`config.mk`:
```
export PLATFORM = sky130hd
export DESIGN_NAME = serdes2axi4stream_flat
export DESIGN_NICKNAME = d
export VERILOG_FILES = /design/src/rtl/serdes2axi4stream_if.sv /design/src/rtl/serdes2axi4stream.sv /design/src/flat_wrapper.sv
export SDC_FILE = /design/constraint.sdc
export NUM_CORES = 2
export LEC_CHECK = 0
export ABC_AREA = 1
export BUFFER_PORTS_ARGS = -buffer_cell sky130_fd_sc_hd__buf_2
export CAP_MARGIN = 20
export CORE_UTILIZATION = 55
export CTS_CLUSTER_DIAMETER = 30
export DETAILED_ROUTE_END_ITERATION = 12
export PLACE_DENSITY = 0.76
export SLEW_MARGIN = 5
export SYNTH_ARGS = -nofsm -noshare
export SYNTH_HDL_FRONTEND = slang
export SYNTH_SLANG_ARGS = --single-unit
export TNS_END_PERCENT = 30
```
`constraint.sdc`:
```
create_clock -name CLK_I -period 7.7 [get_ports CLK_I]
set_clock_uncertainty 0.05 [all_clocks]
set_input_delay 1.155 -clock CLK_I [delete_from_list [all_inputs] [get_ports CLK_I]]
set_output_delay 1.155 -clock CLK_I [all_outputs]
set_load 0.1 [all_outputs]
```
`src/rtl/serdes2axi4stream_if.sv`:
```
// ---------------------------------------------------------------------------
// serdes2axi4stream_if
//
// Purpose:
//   Bundles the AW descriptor channel and the W data channel that the
//   serdes2axi4stream receiver drives toward the downstream AXI consumer.
//
// Signals:
//   M_AWPORT   destination port taken from the frame header
//   M_AWLEN    payload length in bytes
//   M_AWVALID  descriptor valid            (master -> slave)
//   M_AWREADY  descriptor ready            (slave  -> master)
//   M_WVALID   data beat valid             (master -> slave)
//   M_WREADY   data beat ready             (slave  -> master)
//   M_WDATA    64-bit little-endian payload word
//   M_WSTRB    byte enables of the beat
//   M_WLAST    final beat of the frame
//
// Modports:
//   master  used by the receiver
//   slave   used by the consumer
// ---------------------------------------------------------------------------
interface serdes2axi4stream_if #(
    parameter int AWPORT_WIDTH = 2,
    parameter int AWLEN_WIDTH  = 16,
    parameter int MDATA_WIDTH  = 64
) ();

    logic [AWPORT_WIDTH-1:0]  M_AWPORT;
    logic [AWLEN_WIDTH-1:0]   M_AWLEN;
    logic                     M_AWVALID;
    logic                     M_AWREADY;
    logic                     M_WVALID;
    logic                     M_WREADY;
    logic [MDATA_WIDTH-1:0]   M_WDATA;
    logic [MDATA_WIDTH/8-1:0] M_WSTRB;
    logic                     M_WLAST;

    modport master (
        output M_AWPORT,
        output M_AWLEN,
        output M_AWVALID,
        input  M_AWREADY,
        output M_WVALID,
        input  M_WREADY,
        output M_WDATA,
        output M_WSTRB,
        output M_WLAST
    );

    modport slave (
        input  M_AWPORT,
        input  M_AWLEN,
        input  M_AWVALID,
        output M_AWREADY,
        input  M_WVALID,
        output M_WREADY,
        input  M_WDATA,
        input  M_WSTRB,
        input  M_WLAST
    );

endinterface

```
`src/rtl/serdes2axi4stream.sv`:
```
// ---------------------------------------------------------------------------
// serdes2axi4stream
//
// Purpose:
//   Receive side of the SERDES link. Hunts for the 0xA5,0xA5 sync pair in the
//   recovered byte stream, parses PORT / LEN_H / LEN_L, packs the payload
//   into a local buffer of 64-bit words, checks the trailing CRC8 and then
//   replays the frame as one AW descriptor followed by ceil(LEN/8) W beats.
//   Frame status is reported to the link-level ack logic as one-cycle pulses.
//
// Frame on accepted bytes:
//   0xA5 0xA5 PORT LEN_H LEN_L payload[LEN] CRC8
//   CRC8: poly 0x07, init 0x00, MSB first, over PORT .. last payload byte.
//
// Optional feature:
//   SERDES_RX_CRC_CHECK_EN  when defined the CRC8 is computed and a mismatch
//                           rejects the frame; when undefined the CRC byte is
//                           consumed and ignored and no CRC logic exists.
//
// Ports:
//   CLK_I       SERDES parallel clock (single clock domain)
//   RST_I       asynchronous active-high reset
//   RX_DATA_I   received byte
//   RX_VALID_I  byte strobe, no backpressure toward the link
//   RX_ACK_O    one-cycle pulse, frame fully delivered
//   RX_NAK_O    one-cycle pulse, frame rejected (bad LEN, bad CRC, timeout)
//   RX_DROP_O   one-cycle pulse, sync pair seen while emitting
//   BUSY_O      high from first sync byte until the last W beat is accepted
//   m_axi       AW / W channels (serdes2axi4stream_if.master)
// ---------------------------------------------------------------------------
module serdes2axi4stream #(
    parameter int MDATA_WIDTH   = 64,
    parameter int AWPORT_WIDTH  = 2,
    parameter int AWLEN_WIDTH   = 16,
    parameter int MAX_LEN       = 256,
    parameter int BYTE_TIME_OUT = 1000
) (
    input  logic                 CLK_I,
    input  logic                 RST_I,
    input  logic [7:0]           RX_DATA_I,
    input  logic                 RX_VALID_I,
    output logic                 RX_ACK_O,
    output logic                 RX_NAK_O,
    output logic                 RX_DROP_O,
    output logic                 BUSY_O,
    serdes2axi4stream_if.master  m_axi
);

    localparam int DEPTH  = MAX_LEN / 8;
    localparam int ADDR_W = (DEPTH > 1) ? $clog2(DEPTH) : 1;
    localparam int STRB_W = MDATA_WIDTH / 8;
    localparam int TO_W   = $clog2(BYTE_TIME_OUT + 1);

    localparam logic [7:0]      SYNC_BYTE = 8'hA5;
    localparam logic [TO_W-1:0] TO_LAST   = TO_W'(BYTE_TIME_OUT - 1);
    localparam logic [15:0]     LEN_MAX   = 16'(MAX_LEN);

    typedef enum logic [3:0] {
        HUNT,
        SYNC2,
        PORT,
        LENH,
        LENL,
        DATA,
        CRC,
        EMIT_AW,
        EMIT_W
    } state_t;

    state_t                   r_state;
    logic [AWPORT_WIDTH-1:0]  r_port;
    logic [7:0]               r_lenH;
    logic [AWLEN_WIDTH-1:0]   r_len;
    logic [15:0]              r_byteCnt;
    logic [MDATA_WIDTH-1:0]   r_word;
    logic [TO_W-1:0]          r_idle;
    logic [ADDR_W-1:0]        r_lastBeat;
    logic [ADDR_W-1:0]        r_beat;
    logic                     r_awvalid;
    logic                     r_wvalid;
    logic [MDATA_WIDTH-1:0]   r_wdata;
    logic [STRB_W-1:0]        r_wstrb;
    logic                     r_wlast;
    logic                     r_ack;
    logic                     r_nak;
    logic                     r_drop;
    logic                     r_busy;
    logic                     r_pairA5;

    logic [MDATA_WIDTH-1:0]   r_mem [DEPTH];

    logic [15:0]              w_lenFull;
    logic                     w_lenBad;
    logic [2:0]               w_pos;
    logic                     w_lastByte;
    logic [MDATA_WIDTH-1:0]   w_wordNext;
    logic                     w_memWe;
    logic [ADDR_W-1:0]        w_memAddr;
    logic [ADDR_W-1:0]        w_beatNext;
    logic [STRB_W-1:0]        w_lastStrb;
    logic                     w_crcOk;
    logic                     w_isSync;

    // Length as it stands once LEN_L arrives, and its legality window.
    assign w_lenFull = {r_lenH, RX_DATA_I};
    assign w_lenBad  = (w_lenFull == 16'd0) || (w_lenFull > LEN_MAX);
    assign w_isSync  = (RX_DATA_I == SYNC_BYTE);

    // Payload byte k lands in word k/8 at byte lane k%8.
    assign w_pos      = r_byteCnt[2:0];
    assign w_memAddr  = r_byteCnt[ADDR_W+2:3];
    assign w_lastByte = (r_byteCnt == (16'(r_len) - 16'd1));
    assign w_memWe    = (r_state == DATA) && RX_VALID_I && ((w_pos == 3'd7) || w_lastByte);
    assign w_beatNext = r_beat + 1'b1;

    // Starting a fresh word clears the stale upper lanes so a short final
    // word is zero-filled above the last payload byte.
    always_comb begin
        w_wordNext = (w_pos == 3'd0) ? '0 : r_word;
        w_wordNext[{w_pos, 3'b000} +: 8] = RX_DATA_I;
    end

    // Strobe pattern of the final beat: only the lanes actually carrying
    // payload, or a full word when LEN is a multiple of eight.
    always_comb begin
        w_lastStrb = '1;
        if (r_len[2:0] != 3'd0) begin
            w_lastStrb = STRB_W'((9'd1 << r_len[2:0]) - 9'd1);
        end
    end

`ifdef SERDES_RX_CRC_CHECK_EN
    logic [7:0] r_crc;
    logic [7:0] w_crcNext;

    function automatic logic [7:0] crc8Next(input logic [7:0] crc, input logic [7:0] data);
        logic [7:0] c;
        c = crc ^ data;
        for (int i = 0; i < 8; i++) begin
            c = c[7] ? ((c << 1) ^ 8'h07) : (c << 1);
        end
        return c;
    endfunction

    assign w_crcNext = crc8Next(r_crc, RX_DATA_I);
    assign w_crcOk   = (RX_DATA_I == r_crc);

    // Running CRC: cleared on the second sync byte, then folded over every
    // header and payload byte. In CRC state it holds the value to compare.
    always_ff @(posedge CLK_I or posedge RST_I) begin
        if (RST_I) begin
            r_crc <= 8'h00;
        end else if (RX_VALID_I) begin
            if (r_state == SYNC2) begin
                r_crc <= 8'h00;
            end else if ((r_state == PORT) || (r_state == LENH) ||
                         (r_state == LENL) || (r_state == DATA)) begin
                r_crc <= w_crcNext;
            end
        end
    end
`else
    assign w_crcOk = 1'b1;
`endif

    // Payload buffer write port. No reset: contents are only read back for
    // words that the current frame has written.
    always_ff @(posedge CLK_I) begin
        if (w_memWe) begin
            r_mem[w_memAddr] <= w_wordNext;
        end
    end

    // Main receive / emit state machine. Every output is a register here so
    // the AXI side and the status pulses are glitch free. Status pulses are
    // defaulted low each cycle and raised for exactly one cycle on events.
    always_ff @(posedge CLK_I or posedge RST_I) begin
        if (RST_I) begin
            r_state    <= HUNT;
            r_port     <= '0;
            r_lenH     <= '0;
            r_len      <= '0;
            r_byteCnt  <= '0;
            r_word     <= '0;
            r_idle     <= '0;
            r_lastBeat <= '0;
            r_beat     <= '0;
            r_awvalid  <= 1'b0;
            r_wvalid   <= 1'b0;
            r_wdata    <= '0;
            r_wstrb    <= '0;
            r_wlast    <= 1'b0;
            r_ack      <= 1'b0;
            r_nak      <= 1'b0;
            r_drop     <= 1'b0;
            r_busy     <= 1'b0;
            r_pairA5   <= 1'b0;
        end else begin
            r_ack  <= 1'b0;
            r_nak  <= 1'b0;
            r_drop <= 1'b0;

            // While emitting, incoming bytes are not parsed but each
            // complete 0xA5,0xA5 pair is reported once as a dropped frame.
            if (((r_state == EMIT_AW) || (r_state == EMIT_W)) && RX_VALID_I) begin
                if (w_isSync && r_pairA5) begin
                    r_drop   <= 1'b1;
                    r_pairA5 <= 1'b0;
                end else begin
                    r_pairA5 <= w_isSync;
                end
            end

            case (r_state)
                HUNT: begin
                    if (RX_VALID_I && w_isSync) begin
                        r_state <= SYNC2;
                        r_busy  <= 1'b1;
                        r_idle  <= '0;
                    end
                end

                SYNC2, PORT, LENH, LENL, DATA, CRC: begin
                    if (!RX_VALID_I) begin
                        if (r_idle == TO_LAST) begin
                            r_nak   <= 1'b1;
                            r_busy  <= 1'b0;
                            r_state <= HUNT;
                        end else begin
                            r_idle <= r_idle + 1'b1;
                        end
                    end else begin
                        r_idle <= '0;
                        case (r_state)
                            SYNC2: begin
                                if (w_isSync) begin
                                    r_state <= PORT;
                                end else begin
                                    r_busy  <= 1'b0;
                                    r_state <= HUNT;
                                end
                            end
                            PORT: begin
                                r_port  <= RX_DATA_I[AWPORT_WIDTH-1:0];
                                r_state <= LENH;
                            end
                            LENH: begin
                                r_lenH  <= RX_DATA_I;
                                r_state <= LENL;
                            end
                            LENL: begin
                                if (w_lenBad) begin
                                    r_nak   <= 1'b1;
                                    r_busy  <= 1'b0;
                                    r_state <= HUNT;
                                end else begin
                                    r_len      <= AWLEN_WIDTH'(w_lenFull);
                                    r_lastBeat <= ADDR_W'((w_lenFull - 16'd1) >> 3);
                                    r_byteCnt  <= '0;
                                    r_state    <= DATA;
                                end
                            end
                            DATA: begin
                                r_word    <= w_wordNext;
                                r_byteCnt <= r_byteCnt + 16'd1;
                                if (w_lastByte) begin
                                    r_state <= CRC;
                                end
                            end
                            CRC: begin
                                if (w_crcOk) begin
                                    r_awvalid <= 1'b1;
                                    r_pairA5  <= 1'b0;
                                    r_state   <= EMIT_AW;
                                end else begin
                                    r_nak   <= 1'b1;
                                    r_busy  <= 1'b0;
                                    r_state <= HUNT;
                                end
                            end
                            default: begin
                                r_state <= HUNT;
                            end
                        endcase
                    end
                end

                // The first word is fetched on the AW handshake so WVALID
                // can rise on the very next cycle.
                EMIT_AW: begin
                    if (m_axi.M_AWREADY) begin
                        r_awvalid <= 1'b0;
                        r_wvalid  <= 1'b1;
                        r_wdata   <= r_mem[0];
                        r_beat    <= '0;
                        r_wlast   <= (r_lastBeat == '0);
                        r_wstrb   <= (r_lastBeat == '0) ? w_lastStrb : '1;
                        r_state   <= EMIT_W;
                    end
                end

                // Each accepted beat prefetches the following word, giving
                // one beat per cycle while WREADY stays high. Without a
                // handshake every W field is left untouched.
                EMIT_W: begin
                    if (m_axi.M_WREADY) begin
                        if (r_wlast) begin
                            r_wvalid <= 1'b0;
                            r_wlast  <= 1'b0;
                            r_wstrb  <= '0;
                            r_wdata  <= '0;
                            r_ack    <= 1'b1;
                            r_busy   <= 1'b0;
                            r_state  <= HUNT;
                        end else begin
                            r_beat  <= w_beatNext;
                            r_wdata <= r_mem[w_beatNext];
                            r_wlast <= (w_beatNext == r_lastBeat);
                            r_wstrb <= (w_beatNext == r_lastBeat) ? w_lastStrb : '1;
                        end
                    end
                end

                default: begin
                    r_state <= HUNT;
                end
            endcase
        end
    end

    assign RX_ACK_O        = r_ack;
    assign RX_NAK_O        = r_nak;
    assign RX_DROP_O       = r_drop;
    assign BUSY_O          = r_busy;
    assign m_axi.M_AWPORT  = r_port;
    assign m_axi.M_AWLEN   = r_len;
    assign m_axi.M_AWVALID = r_awvalid;
    assign m_axi.M_WVALID  = r_wvalid;
    assign m_axi.M_WDATA   = r_wdata;
    assign m_axi.M_WSTRB   = r_wstrb;
    assign m_axi.M_WLAST   = r_wlast;

endmodule

```
`src/flat_wrapper.sv`:
```
// flat-port wrapper written by rule: the top's interface ports become plain ports
module serdes2axi4stream_flat 
#(
    parameter int MDATA_WIDTH   = 64,
    parameter int AWPORT_WIDTH  = 2,
    parameter int AWLEN_WIDTH   = 16,
    parameter int MAX_LEN       = 256,
    parameter int BYTE_TIME_OUT = 1000
)
  (CLK_I, RST_I, RX_DATA_I, RX_VALID_I, RX_ACK_O, RX_NAK_O, RX_DROP_O, BUSY_O, m_axi_M_AWPORT, m_axi_M_AWLEN, m_axi_M_AWVALID, m_axi_M_AWREADY, m_axi_M_WVALID, m_axi_M_WREADY, m_axi_M_WDATA, m_axi_M_WSTRB, m_axi_M_WLAST);
  serdes2axi4stream_if #(.AWPORT_WIDTH(AWPORT_WIDTH), .AWLEN_WIDTH(AWLEN_WIDTH), .MDATA_WIDTH(MDATA_WIDTH)) m_axi_i ();
  input  logic CLK_I;
  input  logic RST_I;
  input  logic [7:0] RX_DATA_I;
  input  logic RX_VALID_I;
  output logic RX_ACK_O;
  output logic RX_NAK_O;
  output logic RX_DROP_O;
  output logic BUSY_O;
  output wire logic [$bits(m_axi_i.M_AWPORT)-1:0] m_axi_M_AWPORT;
  output wire logic [$bits(m_axi_i.M_AWLEN)-1:0] m_axi_M_AWLEN;
  output wire logic [$bits(m_axi_i.M_AWVALID)-1:0] m_axi_M_AWVALID;
  input wire logic [$bits(m_axi_i.M_AWREADY)-1:0] m_axi_M_AWREADY;
  output wire logic [$bits(m_axi_i.M_WVALID)-1:0] m_axi_M_WVALID;
  input wire logic [$bits(m_axi_i.M_WREADY)-1:0] m_axi_M_WREADY;
  output wire logic [$bits(m_axi_i.M_WDATA)-1:0] m_axi_M_WDATA;
  output wire logic [$bits(m_axi_i.M_WSTRB)-1:0] m_axi_M_WSTRB;
  output wire logic [$bits(m_axi_i.M_WLAST)-1:0] m_axi_M_WLAST;
  assign m_axi_M_AWPORT = m_axi_i.M_AWPORT;
  assign m_axi_M_AWLEN = m_axi_i.M_AWLEN;
  assign m_axi_M_AWVALID = m_axi_i.M_AWVALID;
  assign m_axi_i.M_AWREADY = m_axi_M_AWREADY;
  assign m_axi_M_WVALID = m_axi_i.M_WVALID;
  assign m_axi_i.M_WREADY = m_axi_M_WREADY;
  assign m_axi_M_WDATA = m_axi_i.M_WDATA;
  assign m_axi_M_WSTRB = m_axi_i.M_WSTRB;
  assign m_axi_M_WLAST = m_axi_i.M_WLAST;
  serdes2axi4stream #(.MDATA_WIDTH(MDATA_WIDTH), .AWPORT_WIDTH(AWPORT_WIDTH), .AWLEN_WIDTH(AWLEN_WIDTH), .MAX_LEN(MAX_LEN), .BYTE_TIME_OUT(BYTE_TIME_OUT)) u_core (.CLK_I(CLK_I), .RST_I(RST_I), .RX_DATA_I(RX_DATA_I), .RX_VALID_I(RX_VALID_I), .RX_ACK_O(RX_ACK_O), .RX_NAK_O(RX_NAK_O), .RX_DROP_O(RX_DROP_O), .BUSY_O(BUSY_O), .m_axi(m_axi_i));
endmodule
```
==> flow_metrics.py <==
metrics = {
    "outcome": {
        "outcome": "complete, no violations",
    },
    "worst_setup_path": {
        "cp.arrival_ns": 5.35,
        "required_ns": 8.23,
        "startpoint_type": "register",
        "path_buf_inv": 5,
        "crit_top_cell": "inv_2",
        "cp_slowest_cell": "buf_4",
        "critPathMaxStageDelay_ns": 0.73,
        "path_cells": "inv_2 -> nor2_2 -> inv_2 -> nor3_4 -> inv_2 -> nor2_4 -> buf_4 -> nand3_1 -> nor2_4 -> buf_4",
        "crit_fanout": 63,
        "critical-path-top-delay-family": "simple AND/OR/NAND/NOR gates",
        "crit_type": "reg2reg",
        "end_kind": "register",
        "r2r_start": "u_core.r_state[2]",
        "startpoint": "u_core.r_state[2]",
    },
    "power": {
        "power_frac_comb_pct": 19.4,
        "netSwitchingPower_mw": 12.44,
        "switching_share_pct": 31.11,
        "p_int_mw": 27.55,
        "power.total_mw": 39.99,
        "irDropWorstVdd_mv": 0.4052,
        "p_leak_nw": 38.63,
        "seqPwrFrac_pct": 35.1,
        "power.density_nw_per_um2": 368.2,
        "p_clk_share_pct": 45.5,
    },
    "sta": {
        "layout_min_cycle_time_ns": 4.818,
        "setup_viol": 0,
        "fin_tns_setup_ns": 0,
        "finalHoldViolations": 0,
        "tightest_slew_ns": 1.244,
        "rsz0062_at_grt": "false",
        "fmax_mhz": 207.5,
        "maxSlewHeadroom_pct": 16.79,
        "period_share_pct": 62.57,
        "drv_slew": 0,
    },
    "route": {
        "wl_per_cell_um": 26.55,
        "ant_nets": 0,
        "vias_per_cell": 6.489,
        "drt_iter0_markers": 10770,
        "dr.pass1.iters": 7,
        "wirelength_mm": 273.8,
        "num_vias": 66920,
        "drc": 0,
    },
    "cts": {
        "cts_tree": "done",
        "cts_resized": 0,
        "clk_latency_ns": 0.98,
        "hold_buffers": 0,
        "root_buffer": "clkbuf_16",
        "cts_htree_levels": 5,
        "cts_buffers": 414,
        "clk_path_buf_depth": 4,
        "cts.sink_count": 2258,
        "cts_setup_buffers": 0,
        "clk_pin_slew_ns": 0.05,
    },
    "die": {
        "core-area_um2": 164800,
        "die_x_um": 409.0,
        "die_y_um": 409.0,
        "start_util_pct": 55.29,
        "dieArea_um2": 167300,
        "rows": 149,
        "io-pin-count": 110,
    },
    "global_routing": {
        "track_usage_pct": 32.03,
        "grt_pass1_vias": 65610,
        "grt_first_pass_wirelength_mm": 402.3,
        "overflow": 0,
        "grt_max_degree": 209,
        "antenna_found_initial": 6,
    },
    "layout": {
        "drive_gt1_share_pct": 12.96,
        "fin_nets": 7809,
        "fillers": 10870,
        "mostFrequentLayoutCells": "edfxtp_1 (2048), nor2_1 (1176), nand2_1 (1158), o21ai_0 (1077), o22ai_1 (480)",
        "area_growth_pct": 19.19,
        "finalCoreUtilization_pct": 65.90,
        "final_common_cell": "edfxtp_1",
    },
    "synth": {
        "seq_area_frac_synth_pct": 73.26,
        "syn_inst": 7608,
        "syn_avg_cell_area_um2": 11.98,
        "postSynthNetCount": 7633,
        "synth.distinct_cells": 44,
        "synth_area_um2": 91120,
        "yosys_warnings": 0,
        "synth_seq_cells": 2258,
    },
    "place": {
        "portBuffers": 109,
        "place_congestion": 0.8612,
        "place_hpwl_mm": 131.8,
    },
    "worst_hold_path": {
        "min_path_type": "in2async",
    },
    "flow_run": {
        "max-cap-violations": 0,
    },
}
## path summary, 6_finish.rpt
kind | end | slack [ns] | cells after the start
worst max-delay path | u_core.r_mem[13][32] | 2.88 | 10
worst min-delay path | u_core.m_axi.M_WSTRB[1] | 0.27 | 2
worst max register to register | u_core.r_mem[13][32] | 2.88 | 10
worst min register to register | u_core.r_word[15] | 0.43 | 2
max in group asynchronous | u_core.m_axi.M_WDATA[51] | 5.77 | 3
min in group CLK_I | u_core.r_word[15] | 0.43 | 2
## power groups by stage
stage,Sequential (mW),Clock (mW),Combinational [mW]
final,14.0,18.2,7.77
after global routing,14.0,18.8,8.29
after CTS,14.0,18.2,7.59
after detailed placement,14.3,0,7.43
after global placement,14.3,0,7.25
after floorplan,15.6,0,4.09
## Yosys cell counts (all sizes together)
library cell / instances / area share (%)
clkinv: 3 / 0.012
and3: 2 / 0.014
mux2: 1 / 0.012
nor3: 24 / 0.16
or2: 2 / 0.014
a22oi: 1 / 0.0082
dfrtp: 210 / 5.8
edfxtp: 2048 / 67
o31ai: 4 / 0.033
a31oi: 2 / 0.014
nor2: 1215 / 5.0
a21oi: 156 / 0.86
nor4: 2 / 0.014
clkbuf: 302 / 1.2
buf: 211 / 1.2
o211ai: 2 / 0.016
o22ai: 486 / 3.3
nand4: 16 / 0.11
inv: 115 / 0.47
o221ai: 38 / 0.37
o21bai: 1 / 0.0082
o21a: 1 / 0.0082
ha: 12 / 0.16
nand3: 423 / 2.3
mux2i: 1 / 0.011
nand2: 1160 / 4.8
a31o: 1 / 0.0096
nor3b: 1 / 0.0082
nand3b: 1 / 0.0082
xor2: 27 / 0.26
and2: 1 / 0.0069
a22o: 1 / 0.0096
o21ai: 1134 / 6.2
xnor2: 4 / 0.038
## cells by family (layout without fill, tap and decap cells)
logic type      count (synthesis)  count (layout)  synth area share (%)
buf+inv                       631            1141                 2.885
xor+xnor                       31              31                0.2980
simple gates                 2847            2847                 12.47
mux                             2               2               0.02334
fa+ha+maj                      12              12                0.1648
flops                        2258            2258                 73.26
compound gates               1827            1827                 10.90
other cells                     0               5                     0
## registers in the layout, summed over array words and instances (netlist names), 2 cells and up
name                   flops
u_core.m_axi.M_AWLEN      16
u_core.m_axi.M_AWPORT      2
u_core.r_state             4
u_core.r_idle             10
u_core.r_lastBeat          5
u_core.r_lenH              8
u_core.r_mem            2048
u_core.r_beat              5
u_core.m_axi.M_WSTRB       8
u_core.r_word             64
u_core.r_byteCnt          16
u_core.m_axi.M_WDATA      64
## area by class of cell
cell class | count | area [µm²] | area share [%]
inverter | 118 | 483.0 | 0.4447
clock inverter | 272 | 3157 | 2.907
tap | 2189 | 2739 | 2.522
clock buffer | 478 | 10810 | 9.950
sequential | 2258 | 66760 | 61.47
antenna | 5 | 12.51 | 0.01152
timing repair buffer | 273 | 2305 | 2.122
multi-input combinational | 4719 | 22350 | 20.58
## metal layers
layer	GRT usage [%]	vias up	wire, µm
li1	-	28010	-
met1	41.12	32320	95110
met2	49.48	5502	126400
met3	7.836	1078	35310
met4	19.43	4	16940
met5	0	-	27
## through the flow
stage,hold WS (ns),area (µm²),setup slack (ns),cells
after floorplan,0.3925,91120,0.7575,7608
after global placement,0.4038,94120,2.711,9529
after detailed placement,0.4118,94300,2.507,9537
after CTS,0.2717,108300,2.415,10290
after global routing,0.3072,108600,2.778,10310
final,0.2685,108600,2.882,10310
Note: power is estimated with default switching activity, not from simulation.
